==> src/rtl/quant_pkg.sv <==
// Shared types and constants for the activation quantisation tile sequencer.
package quant_pkg;

  // Tile sequencer states
  typedef enum logic [1:0] {
    S_IDLE,
    S_LOAD,
    S_REPLAY,
    S_DRAIN
  } state_e;

  // fp32 field boundaries: bit 31 is the sign, bits 30:0 the magnitude
  localparam int FP_EXP_MSB = 30;
  localparam int FP_MAG_MSB = 30;

  // Result FIFO depth; the issue throttle keeps at most this many results outstanding
  localparam int RES_FIFO_DEPTH = 2;

  // Unsigned magnitude compare of two fp32 words, ignoring the sign bit
  function automatic logic mag_gt(input logic [31:0] a, input logic [31:0] b);
    return a[FP_MAG_MSB:0] > b[FP_MAG_MSB:0];
  endfunction

endpackage

==> src/rtl/quant_tile_seq_if.sv <==
// Result stream (valid/ready) of the tile sequencer.
// QUANT_TILE_SEQ_SIGN_EN adds o_sign, the input sign bit aligned with o_activation.
interface quant_tile_seq_if;
  logic        o_valid;
  logic        o_ready;
  logic [31:0] o_unit;
  logic [31:0] o_activation;
  logic        o_last;
`ifdef QUANT_TILE_SEQ_SIGN_EN
  logic        o_sign;

  modport master (output o_valid, o_unit, o_activation, o_last, o_sign, input o_ready);
  modport slave  (input o_valid, o_unit, o_activation, o_last, o_sign, output o_ready);
`else
  modport master (output o_valid, o_unit, o_activation, o_last, input o_ready);
  modport slave  (input o_valid, o_unit, o_activation, o_last, output o_ready);
`endif
endinterface

==> src/rtl/quant_res_fifo.sv <==
// Two-entry synchronous result FIFO with occupancy count.
// Push and pop in the same cycle keep the count and lose no data, even when full.
module quant_res_fifo
  import quant_pkg::*;
#(
  parameter int W = 65
) (
  input  logic         clk,
  input  logic         reset,
  input  logic         push,
  input  logic [W-1:0] din,
  input  logic         pop,
  output logic [W-1:0] dout,
  output logic [1:0]   count
);

  logic [W-1:0] mem_q [RES_FIFO_DEPTH];
  logic         wr_ptr_q, wr_ptr_d;
  logic         rd_ptr_q, rd_ptr_d;
  logic [1:0]   count_q, count_d;
  logic         do_push, do_pop;

  // Qualify push/pop and advance pointers and count
  always_comb begin
    do_pop   = pop && (count_q != 2'd0);
    do_push  = push && ((count_q != 2'(RES_FIFO_DEPTH)) || do_pop);
    wr_ptr_d = do_push ? ~wr_ptr_q : wr_ptr_q;
    rd_ptr_d = do_pop ? ~rd_ptr_q : rd_ptr_q;
    count_d  = count_q + 2'(do_push) - 2'(do_pop);
  end

  // Storage and pointer registers
  always_ff @(posedge clk) begin
    if (reset) begin
      wr_ptr_q <= 1'b0;
      rd_ptr_q <= 1'b0;
      count_q  <= 2'd0;
      for (int i = 0; i < RES_FIFO_DEPTH; i++) mem_q[i] <= '0;
    end else begin
      wr_ptr_q <= wr_ptr_d;
      rd_ptr_q <= rd_ptr_d;
      count_q  <= count_d;
      if (do_push) mem_q[wr_ptr_q] <= din;
    end
  end

  assign dout  = mem_q[rd_ptr_q];
  assign count = count_q;

endmodule

==> src/rtl/quant_tile_seq.sv <==
// Two-pass tile sequencer: loads a tile while tracking the largest magnitude,
// then replays it through quant_pre (one register stage, instantiated by the parent)
// and streams the results out. QUANT_TILE_SEQ_SIGN_EN adds o_sign on the result stream.
module quant_tile_seq
  import quant_pkg::*;
#(
  parameter int DEPTH = 64,
  parameter int AW    = $clog2(DEPTH)
) (
  input  logic             clk,
  input  logic             reset,
  input  logic             i_start,
  input  logic [AW:0]      i_len,
  input  logic             i_valid,
  input  logic [31:0]      i_data,
  output logic             o_in_ready,
  output logic [31:0]      q_max,
  output logic [31:0]      q_act,
  input  logic [31:0]      q_unit,
  input  logic [31:0]      q_act_res,
  output logic             o_busy,
  output logic             o_done,
  quant_tile_seq_if.master res
);

`ifdef QUANT_TILE_SEQ_SIGN_EN
  localparam int RW = 66;
`else
  localparam int RW = 65;
`endif
  localparam logic [AW:0] CNT_ONE = 1;

  state_e        state_q, state_d;
  logic [AW:0]   len_q, len_d;
  logic [AW:0]   wr_cnt_q, wr_cnt_d;
  logic [AW:0]   rd_cnt_q, rd_cnt_d;
  logic [31:0]   max_q, max_d;
  logic          issue_q, issue_d;
  logic          last_q, last_d;
  logic          done_q, done_d;
  logic          tile_we;
  logic [31:0]   tile_mem [DEPTH];
  logic [31:0]   rd_word;
  logic [1:0]    fifo_count;
  logic [RW-1:0] fifo_dout, push_word, head_word;
  logic          fifo_push, fifo_pop, head_valid, pop_any, accept, drained;
  logic [2:0]    outstanding;

  assign rd_word = tile_mem[rd_cnt_q[AW-1:0]];

`ifdef QUANT_TILE_SEQ_SIGN_EN
  // Sign of the issued element travels alongside the quant stage register
  logic sign_q, sign_d;
  assign sign_d = rd_word[31];
  always_ff @(posedge clk) begin
    if (reset) sign_q <= 1'b0;
    else       sign_q <= sign_d;
  end
  assign push_word = {q_unit, q_act_res, last_q, sign_q};
  assign res.o_sign = head_word[0];
`else
  assign push_word = {q_unit, q_act_res, last_q};
`endif

  // Result presented one cycle after issue: an empty FIFO passes the quant
  // output straight through, otherwise the FIFO head is shown
  always_comb begin
    head_valid  = (fifo_count != 2'd0) || issue_q;
    pop_any     = head_valid && res.o_ready;
    fifo_pop    = (fifo_count != 2'd0) && res.o_ready;
    fifo_push   = issue_q && !((fifo_count == 2'd0) && res.o_ready);
    head_word   = '0;
    if (fifo_count != 2'd0) head_word = fifo_dout;
    else if (issue_q)       head_word = push_word;
    outstanding = 3'(fifo_count) + 3'(issue_q) - 3'(pop_any);
    drained     = (outstanding == 3'd0);
    accept      = i_valid && (state_q == S_LOAD);
  end

  // Next-state and datapath control
  always_comb begin
    state_d  = state_q;
    len_d    = len_q;
    wr_cnt_d = wr_cnt_q;
    rd_cnt_d = rd_cnt_q;
    max_d    = max_q;
    issue_d  = 1'b0;
    last_d   = 1'b0;
    done_d   = 1'b0;
    tile_we  = 1'b0;
    case (state_q)
      S_IDLE: begin
        if (i_start) begin
          len_d    = i_len;
          max_d    = '0;
          wr_cnt_d = '0;
          rd_cnt_d = '0;
          if (i_len == '0) done_d  = 1'b1;
          else             state_d = S_LOAD;
        end
      end
      S_LOAD: begin
        if (accept) begin
          tile_we  = 1'b1;
          wr_cnt_d = wr_cnt_q + CNT_ONE;
          // Strictly greater only, so ties keep the earlier word
          if (mag_gt(i_data, max_q)) max_d = i_data;
          if (wr_cnt_q == len_q - CNT_ONE) state_d = S_REPLAY;
        end
      end
      S_REPLAY: begin
        if ((3'(fifo_count) + 3'(issue_q)) < 3'(RES_FIFO_DEPTH)) begin
          issue_d  = 1'b1;
          last_d   = (rd_cnt_q == len_q - CNT_ONE);
          rd_cnt_d = rd_cnt_q + CNT_ONE;
          if (last_d) state_d = S_DRAIN;
        end
      end
      S_DRAIN: begin
        if (drained) begin
          done_d  = 1'b1;
          state_d = S_IDLE;
        end
      end
      default: state_d = S_IDLE;
    endcase
  end

  // State, pointers, max and issue pipeline flags
  always_ff @(posedge clk) begin
    if (reset) begin
      state_q  <= S_IDLE;
      len_q    <= '0;
      wr_cnt_q <= '0;
      rd_cnt_q <= '0;
      max_q    <= '0;
      issue_q  <= 1'b0;
      last_q   <= 1'b0;
      done_q   <= 1'b0;
    end else begin
      state_q  <= state_d;
      len_q    <= len_d;
      wr_cnt_q <= wr_cnt_d;
      rd_cnt_q <= rd_cnt_d;
      max_q    <= max_d;
      issue_q  <= issue_d;
      last_q   <= last_d;
      done_q   <= done_d;
    end
  end

  // Tile buffer; contents are meaningless until rewritten by the next LOAD
  always_ff @(posedge clk) begin
    if (tile_we) tile_mem[wr_cnt_q[AW-1:0]] <= i_data;
  end

  quant_res_fifo #(.W(RW)) u_res_fifo (
    .clk   (clk),
    .reset (reset),
    .push  (fifo_push),
    .din   (push_word),
    .pop   (fifo_pop),
    .dout  (fifo_dout),
    .count (fifo_count)
  );

  assign o_in_ready       = (state_q == S_LOAD);
  assign o_busy           = (state_q != S_IDLE);
  assign o_done           = done_q;
  assign q_max            = max_q;
  assign q_act            = (state_q == S_REPLAY) ? rd_word : 32'h0;
  assign res.o_valid      = head_valid;
  assign res.o_unit       = head_word[RW-1 -: 32];
  assign res.o_activation = head_word[RW-33 -: 32];
  assign res.o_last       = head_word[RW-65];

endmodule

==> src/flat_wrapper.sv <==
// flat-port wrapper written by rule: the top's interface ports become plain ports
module quant_tile_seq_flat import quant_pkg::*;
#(
  parameter int DEPTH = 64,
  parameter int AW    = $clog2(DEPTH)
)
  (clk, reset, i_start, i_len, i_valid, i_data, o_in_ready, q_max, q_act, q_unit, q_act_res, o_busy, o_done, res_o_valid, res_o_unit, res_o_activation, res_o_last, res_o_ready);
  quant_tile_seq_if res_i ();
  input  logic clk;
  input  logic reset;
  input  logic i_start;
  input  logic [AW:0] i_len;
  input  logic i_valid;
  input  logic [31:0] i_data;
  output logic o_in_ready;
  output logic [31:0] q_max;
  output logic [31:0] q_act;
  input  logic [31:0] q_unit;
  input  logic [31:0] q_act_res;
  output logic o_busy;
  output logic o_done;
  output wire logic [$bits(res_i.o_valid)-1:0] res_o_valid;
  output wire logic [$bits(res_i.o_unit)-1:0] res_o_unit;
  output wire logic [$bits(res_i.o_activation)-1:0] res_o_activation;
  output wire logic [$bits(res_i.o_last)-1:0] res_o_last;
  input wire logic [$bits(res_i.o_ready)-1:0] res_o_ready;
  assign res_o_valid = res_i.o_valid;
  assign res_o_unit = res_i.o_unit;
  assign res_o_activation = res_i.o_activation;
  assign res_o_last = res_i.o_last;
  assign res_i.o_ready = res_o_ready;
  quant_tile_seq #(.DEPTH(DEPTH), .AW(AW)) u_core (.clk(clk), .reset(reset), .i_start(i_start), .i_len(i_len), .i_valid(i_valid), .i_data(i_data), .o_in_ready(o_in_ready), .q_max(q_max), .q_act(q_act), .q_unit(q_unit), .q_act_res(q_act_res), .o_busy(o_busy), .o_done(o_done), .res(res_i));
endmodule
==> config.mk <==
export PLATFORM = sky130hd
export DESIGN_NAME = quant_tile_seq_flat
export DESIGN_NICKNAME = d
export VERILOG_FILES = /design/src/rtl/quant_pkg.sv /design/src/rtl/quant_tile_seq_if.sv /design/src/rtl/quant_res_fifo.sv /design/src/rtl/quant_tile_seq.sv /design/src/flat_wrapper.sv
export SDC_FILE = /design/constraint.sdc
export NUM_CORES = 2
export LEC_CHECK = 0
export CORE_MARGIN = 2
export CORE_UTILIZATION = 30
export DETAILED_ROUTE_END_ITERATION = 10
export PLACE_DENSITY = 0.43
export SYNTH_ARGS = -nofsm -noshare
export SYNTH_HDL_FRONTEND = slang
export SYNTH_SLANG_ARGS = --single-unit
export TNS_END_PERCENT = 5
==> constraint.sdc <==
create_clock -name clk -period 10.2 [get_ports clk]
set_input_delay 2.55 -clock clk [delete_from_list [all_inputs] [get_ports clk]]
set_output_delay 2.55 -clock clk [all_outputs]
set_load 0.05 [all_outputs]
After elaboration in Yosys (flattened, before gate mapping) --
Memory sizes are Yosys's and may differ from the RTL's. A register that Yosys moved wholly into a read port is not among the register bits. Index checks and enable logic that the tools add are counted.
Cells by class: reduce and logical (&&, ||, !) cells 26, bitwise gates (word level) 4, add/subtract/negate cells 7, $lt $le $gt $ge 2, multiplexer cells 41, equality and inequality tests 14
Operators by type and width (count):
- 2-to-1 mux 65 bit | 3
- 2-to-1 mux 32 bit | 4
- OR reduction 65 bit | 1
- case mux 32 bit (2 select lines) | 1
- greater-than comparator 31 bit | 1
- case mux 7 bit (2 select lines) | 2
- 2-to-1 mux 7 bit | 3
- 2-to-1 mux 1 bit | 17
- adder 7 x 1 -> 7 bit (second input constant) | 2
- == test 7 bit | 2
- 2-to-1 mux 2 bit | 7
- 2-to-1 mux 6 bit | 2
- inequality test 2 x 1 -> 1 bit (second input constant) | 6
- case mux 2 bit (4 select lines) | 1
- nonzero test 2 bit | 4
- logical AND 1 bit | 7
- zero test 7 bit | 1
- AND reduction 7 bit | 1
- subtractor 7 x 1 -> 7 bit (second input constant) | 1
- inequality test 2 bit (second input constant) | 3
- AND reduction 3 bit | 2
- == test 2 bit (second input constant) | 2
- zero test 2 bit | 2
- inverter 1 bit | 4
- other kinds (14) | 15
Storage, ports and cells: memories kept 2, bits in registers 62, output and inout bits 133, memory bits (writable) 2178
Memory list:
- u_core.tile_mem | depth 64, bits a word 32, rd ports 1, clocked after Yosys merged registers in 1, write ports 1, line quant_tile_seq.sv:42 | logic [31:0] tile_mem [DEPTH];
- u_core.u_res_fifo.mem_q | depth 2, bits a word 65, rd ports 1, clocked after Yosys merged registers in 1, write ports 2, line quant_res_fifo.sv:17 | logic [W-1:0] mem_q [RES_FIFO_DEPTH];

Logic depth before layout (Yosys ltp) --
depth in word-level cells 10, gate-level depth with buffers 10, depth with buffers taken out 9

Hierarchy --
From an unflattened synthesis, not the netlist that was laid out.
Unflattened totals: cell total of the unflattened synthesis 4032, area total of the unflattened synthesis 88144.5 um2
By module, submodules not included:
- quant_tile_seq | area an instance 82275.2 um2, cells each 3661, instances 1, sequential area each 62780.2 um2
- quant_res_fifo | area an instance 5869.4 um2, cells each 371, instances 1, sequential area each 4003.8 um2

Worst setup path before layout --
OpenSTA, ideal clock, no wires.
path type in2reg, from input res_o_ready, to memory u_core.u_res_fifo.mem_q[0][0], enable pin, path buffers 0, data required time 9.698 ns, path slack 3.804 ns, stages 3, library setup time 0.502 ns, data arrival time 5.894 ns, cell sequence xnor2_1 > o21ai_0 > o21bai_1
RTL lines:
- from (decl) | line flat_wrapper.sv:26 | input wire logic [$bits(res_i.o_ready)-1:0] res_o_ready;
- to (decl) | line quant_res_fifo.sv:17

==> metrics.md <==
| Metric | Value |
|---|---|
| Drt first pass iters | `5` |
| Via/cell ratio | `5.043` |
| Post_cts resized | `0` |
| Yosys reg bits | `2,247` |
| Max clock buf depth | `4` |
| Total CTS buffers | `roughly 250` |
| GRT Overall Usage | `17.65%` |
| Power density cells | `204.9 nW/um^2` |
| Status | `complete, no violations` |
| Post-Place Cells | `8,239` |
| Ys flop type | `edfxtp_1` |
| Crit start category | `flip-flop` |
| Slowest CP cell | `dfxtp_4` |
| Hold buffers post-CTS | `0` |
| DRC | `0` |
| Die H | `547.8 um` |
| Psw | `0.005331 W` |
| Final Wtd Congestion | `between 0.7 and 0.8` |
| DRT antenna net count | `0` |
| CP required | `approximately 7700 ps` |
| H-tree Lvls | `4` |
| RSZ-0062 raised after global routing | `false` |
| Mux contribution to synthesized area | `roughly 17%` |
| Clk_lat worst skew | `930 ps` |
| Final Skew | `about 67 ps` |
| Post-Place Cell Area | `96,750 um^2` |
| Crit path max-delay family | `buffers and inverters` |
| Layout cells sized above 1 | `about a quarter` |
| Starting Density | `30.17%` |
| Final count of hold timing violations | `0` |
| Critical-path maximum fanout | `28` |
| GR Overflow Total | `0` |
| Fin nets | `roughly 4,700` |
| Mapped Avg Cell Area | `about 21 um^2` |
| IO Count | `~240` |
| Clock power frac | `40.2%` |
| Final Non-Filler Cells | `8,699` |
| Min-Delay Path Class | `flip-flop to flip-flop` |
| Maxcap violations | `0` |
| Final Instance Area | `104,400 um^2` |
| I/O Buffers | `240` |
| Vias in the first global route | `45,240` |
| Routed vias | `43,870` |
| Die Wd | `547.8 um` |
| Worst-path cell chain | `buf_4 -> mux4_2 -> mux4_2 -> nor2b_1 -> a211oi_1 -> a211oi_1 -> clkdlybuf4s50_1` |
| Largest net degree at the start of global routing | `111` |
| Post-Synthesis Cell Area | `88,710 um^2` |
| Core Area | `294,100 um^2` |
| Area Growth Syn to Fin | `17.71%` |
| Ys async rst share | `0%` |
| Worst path bufs/invs | `2` |
| FP Rows | `199` |
| Routed len/inst | `between 30 and 40 um` |
| Setup CP Type | `flip-flop to primary output` |
| Sequential element share of the synthesized area | `75.29%` |
| Post-Synth Simple-Gate Area | `3.126%` |
| Slew Viols, Final | `0` |
| CTS root buf | `clkbuf_16` |
| Max stage delay on crit path | `820 ps` |
| Main combinational cell family by area after synthesis | `multiplexers` |
| Most frequent cells in the layout | `2,178 x edfxtp_1, 615 x mux4_2, 248 x clkbuf_16, 208 x clkdlybuf4s50_1, 145 x buf_4` |
| LEAKAGE | `approximately 31 nW` |
| CTS clk-pin slew, worst paths | `70 ps` |
| Worst EP arrival | `5280 ps` |
| Reg power frac | `48.2%` |
| Die ar. | `roughly 300,000 um^2` |
| First-pass GRT wire length | `370,900 um` |
| Post-DP HPWL | `149,200 um` |
| EDFF count, synth | `2,178` |
| Synthesized Nets | `roughly 4,300` |
| Min cycle time layout | `7827 ps` |
| Compound-Gate Fraction of Synth Area | `2.179%` |
| CTS sink count | `2,247` |
| Max_slew headroom | `27.62%` |
| Number of setup buffers added after CTS | `0` |
| Sw Ratio | `24.91%` |
| Worst slew pin tran | `1079 ps` |
| # setup viols final | `0` |
| Cell internal pwr | `0.01607 W` |
| Final Cycle Share | `76.74%` |
| Yosys cell types | `55` |
| Peak Freq | `0.1278 GHz` |
| Final WL | `269,100 um` |
| Synth warn | `0` |
| CTS tree | `done` |
| Fin Setup TNS | `0 ps` |
| Cells after Synth | `4,169` |
| Most common cell after layout, fill and taps aside | `edfxtp_1` |
| Number of fill cells | `27,140` |
| DR iter-0 viols | `4,325` |
| Combinational share of power | `11.7%` |
| Maximum vdd ir drop | `0.1388 mV` |
| Crit. End Element | `primary output` |
| Initial antenna violation count | `38` |
| Xor and xnor fraction of the mapped netlist area | `0.3230%` |
| Post-synthesis adder-cell area fraction | `0.6178%` |
## state kept, by name, indices dropped and copies added, names as in the netlist, named ones only
signal	cells
u_core.tile_mem	2048
u_core.u_res_fifo.mem_q	130
u_core.q_max	32
u_core.len_q	7
u_core.rd_cnt_q	7
u_core.wr_cnt_q	7
u_core.state_q	2
u_core.u_res_fifo.count	2
u_core.issue_q	1
u_core.last_q	1
u_core.o_done	1
u_core.u_res_fifo.rd_ptr_q	1
u_core.u_res_fifo.wr_ptr_q	1
## synth_stat cells (all sizes together) (6+ instances only)
library cell	instances	area, um^2
a211oi	80	600.6
a21o	9	67.56
a21oi	50	250.2
a221o	32	320.3
a311oi	6	52.55
and2	143	894.6
buf	117	620.6
clkbuf	136	510.5
dfxtp	69	1381
edfxtp	2178	65400
ha	43	538.0
inv	49	183.9
mux2i	116	1161
mux4	615	13850
nand2	77	289.0
nand2b	6	37.54
nand3	79	395.4
nand4	10	62.56
nor2	90	337.8
nor2b	49	306.5
nor3	8	40.04
nor4	32	200.2
o21ai	81	405.4
or3	9	56.30
xnor2	12	105.1
xor2	18	157.7
## through the flow
| step | util, % | hold WS [ps] | power [W] | setup WS, ps |
|---|---|---|---|---|
| finish | 35.51 | 493.9 | 0.02140 | 2373 |
| CTS | 35.50 | 499.3 | 0.02169 | 2146 |
| detailed placement | 32.90 | 489.8 | 0.01305 | 3162 |
| floorplan | - | 449.4 | 0.01208 | 3804 |
| global placement | 32.90 | 470.6 | 0.01305 | 3187 |
| global route | 35.50 | 531.0 | 0.02215 | 1932 |
## layer usage
metal	part of all wire, %	track usage, %	routed length, um	vias up
li1	-	-	-	18260
met1	44	24.49	117200	23840
met2	47	28.01	125500	1370
met3	6.4	3.117	17120	387
met4	3.4	5.941	9142	16
met5	0.032	0	87	-
## power groups by stage
stage / Clock (W) / Combinational (W) / Sequential [W]
floorplan: 0 / 0.00160 / 0.0105
global placement: 0 / 0.00255 / 0.0105
detailed placement: 0 / 0.00255 / 0.0105
CTS: 0.00883 / 0.00256 / 0.0103
global route: 0.00916 / 0.00267 / 0.0103
finish: 0.00859 / 0.00250 / 0.0103
## cell type report
class	instances	area, um^2	share of cell area (%)
sequential	2247	66810	63.99
antenna	7	17.52	0.01678
clock inverter	149	1236	1.184
tap	3919	4903	4.696
timing repair buffer	404	3711	3.554
clock buffer	304	6416	6.145
multi-input combinational	1620	21140	20.24
inverter	49	183.9	0.1761
## final timing paths
kind / from / to / slack, ps / cells after the start
max: flip-flop / q_act[31] / 2370 / 7
min: u_core.len_q[1] / u_core.len_q[1] / 490 / 2
max reg2reg: u_core.issue_q / u_core.u_res_fifo.mem_q[1][50] / 6470 / 5
min reg2reg: u_core.len_q[1] / u_core.len_q[1] / 490 / 2
## worst reg2reg max path: cells and delay by family (launching register included)
| family | cells | cell delay, ps |
|---|---|---|
| AOI/OAI and AO/OA | 1 | 530 |
| buffers and inverters | 2 | 1330 |
| DFF | 1 | 910 |
| and+or+nand+nor | 2 | 520 |
## kinds of logic after synthesis
logic type,count (synthesis)
xor+xnor,31
compound gates,286
mux,736
buf+inv,302
flops,2247
simple gates,523
fa+ha+maj,44
No activity file was read; power rests on OpenSTA's default activity.
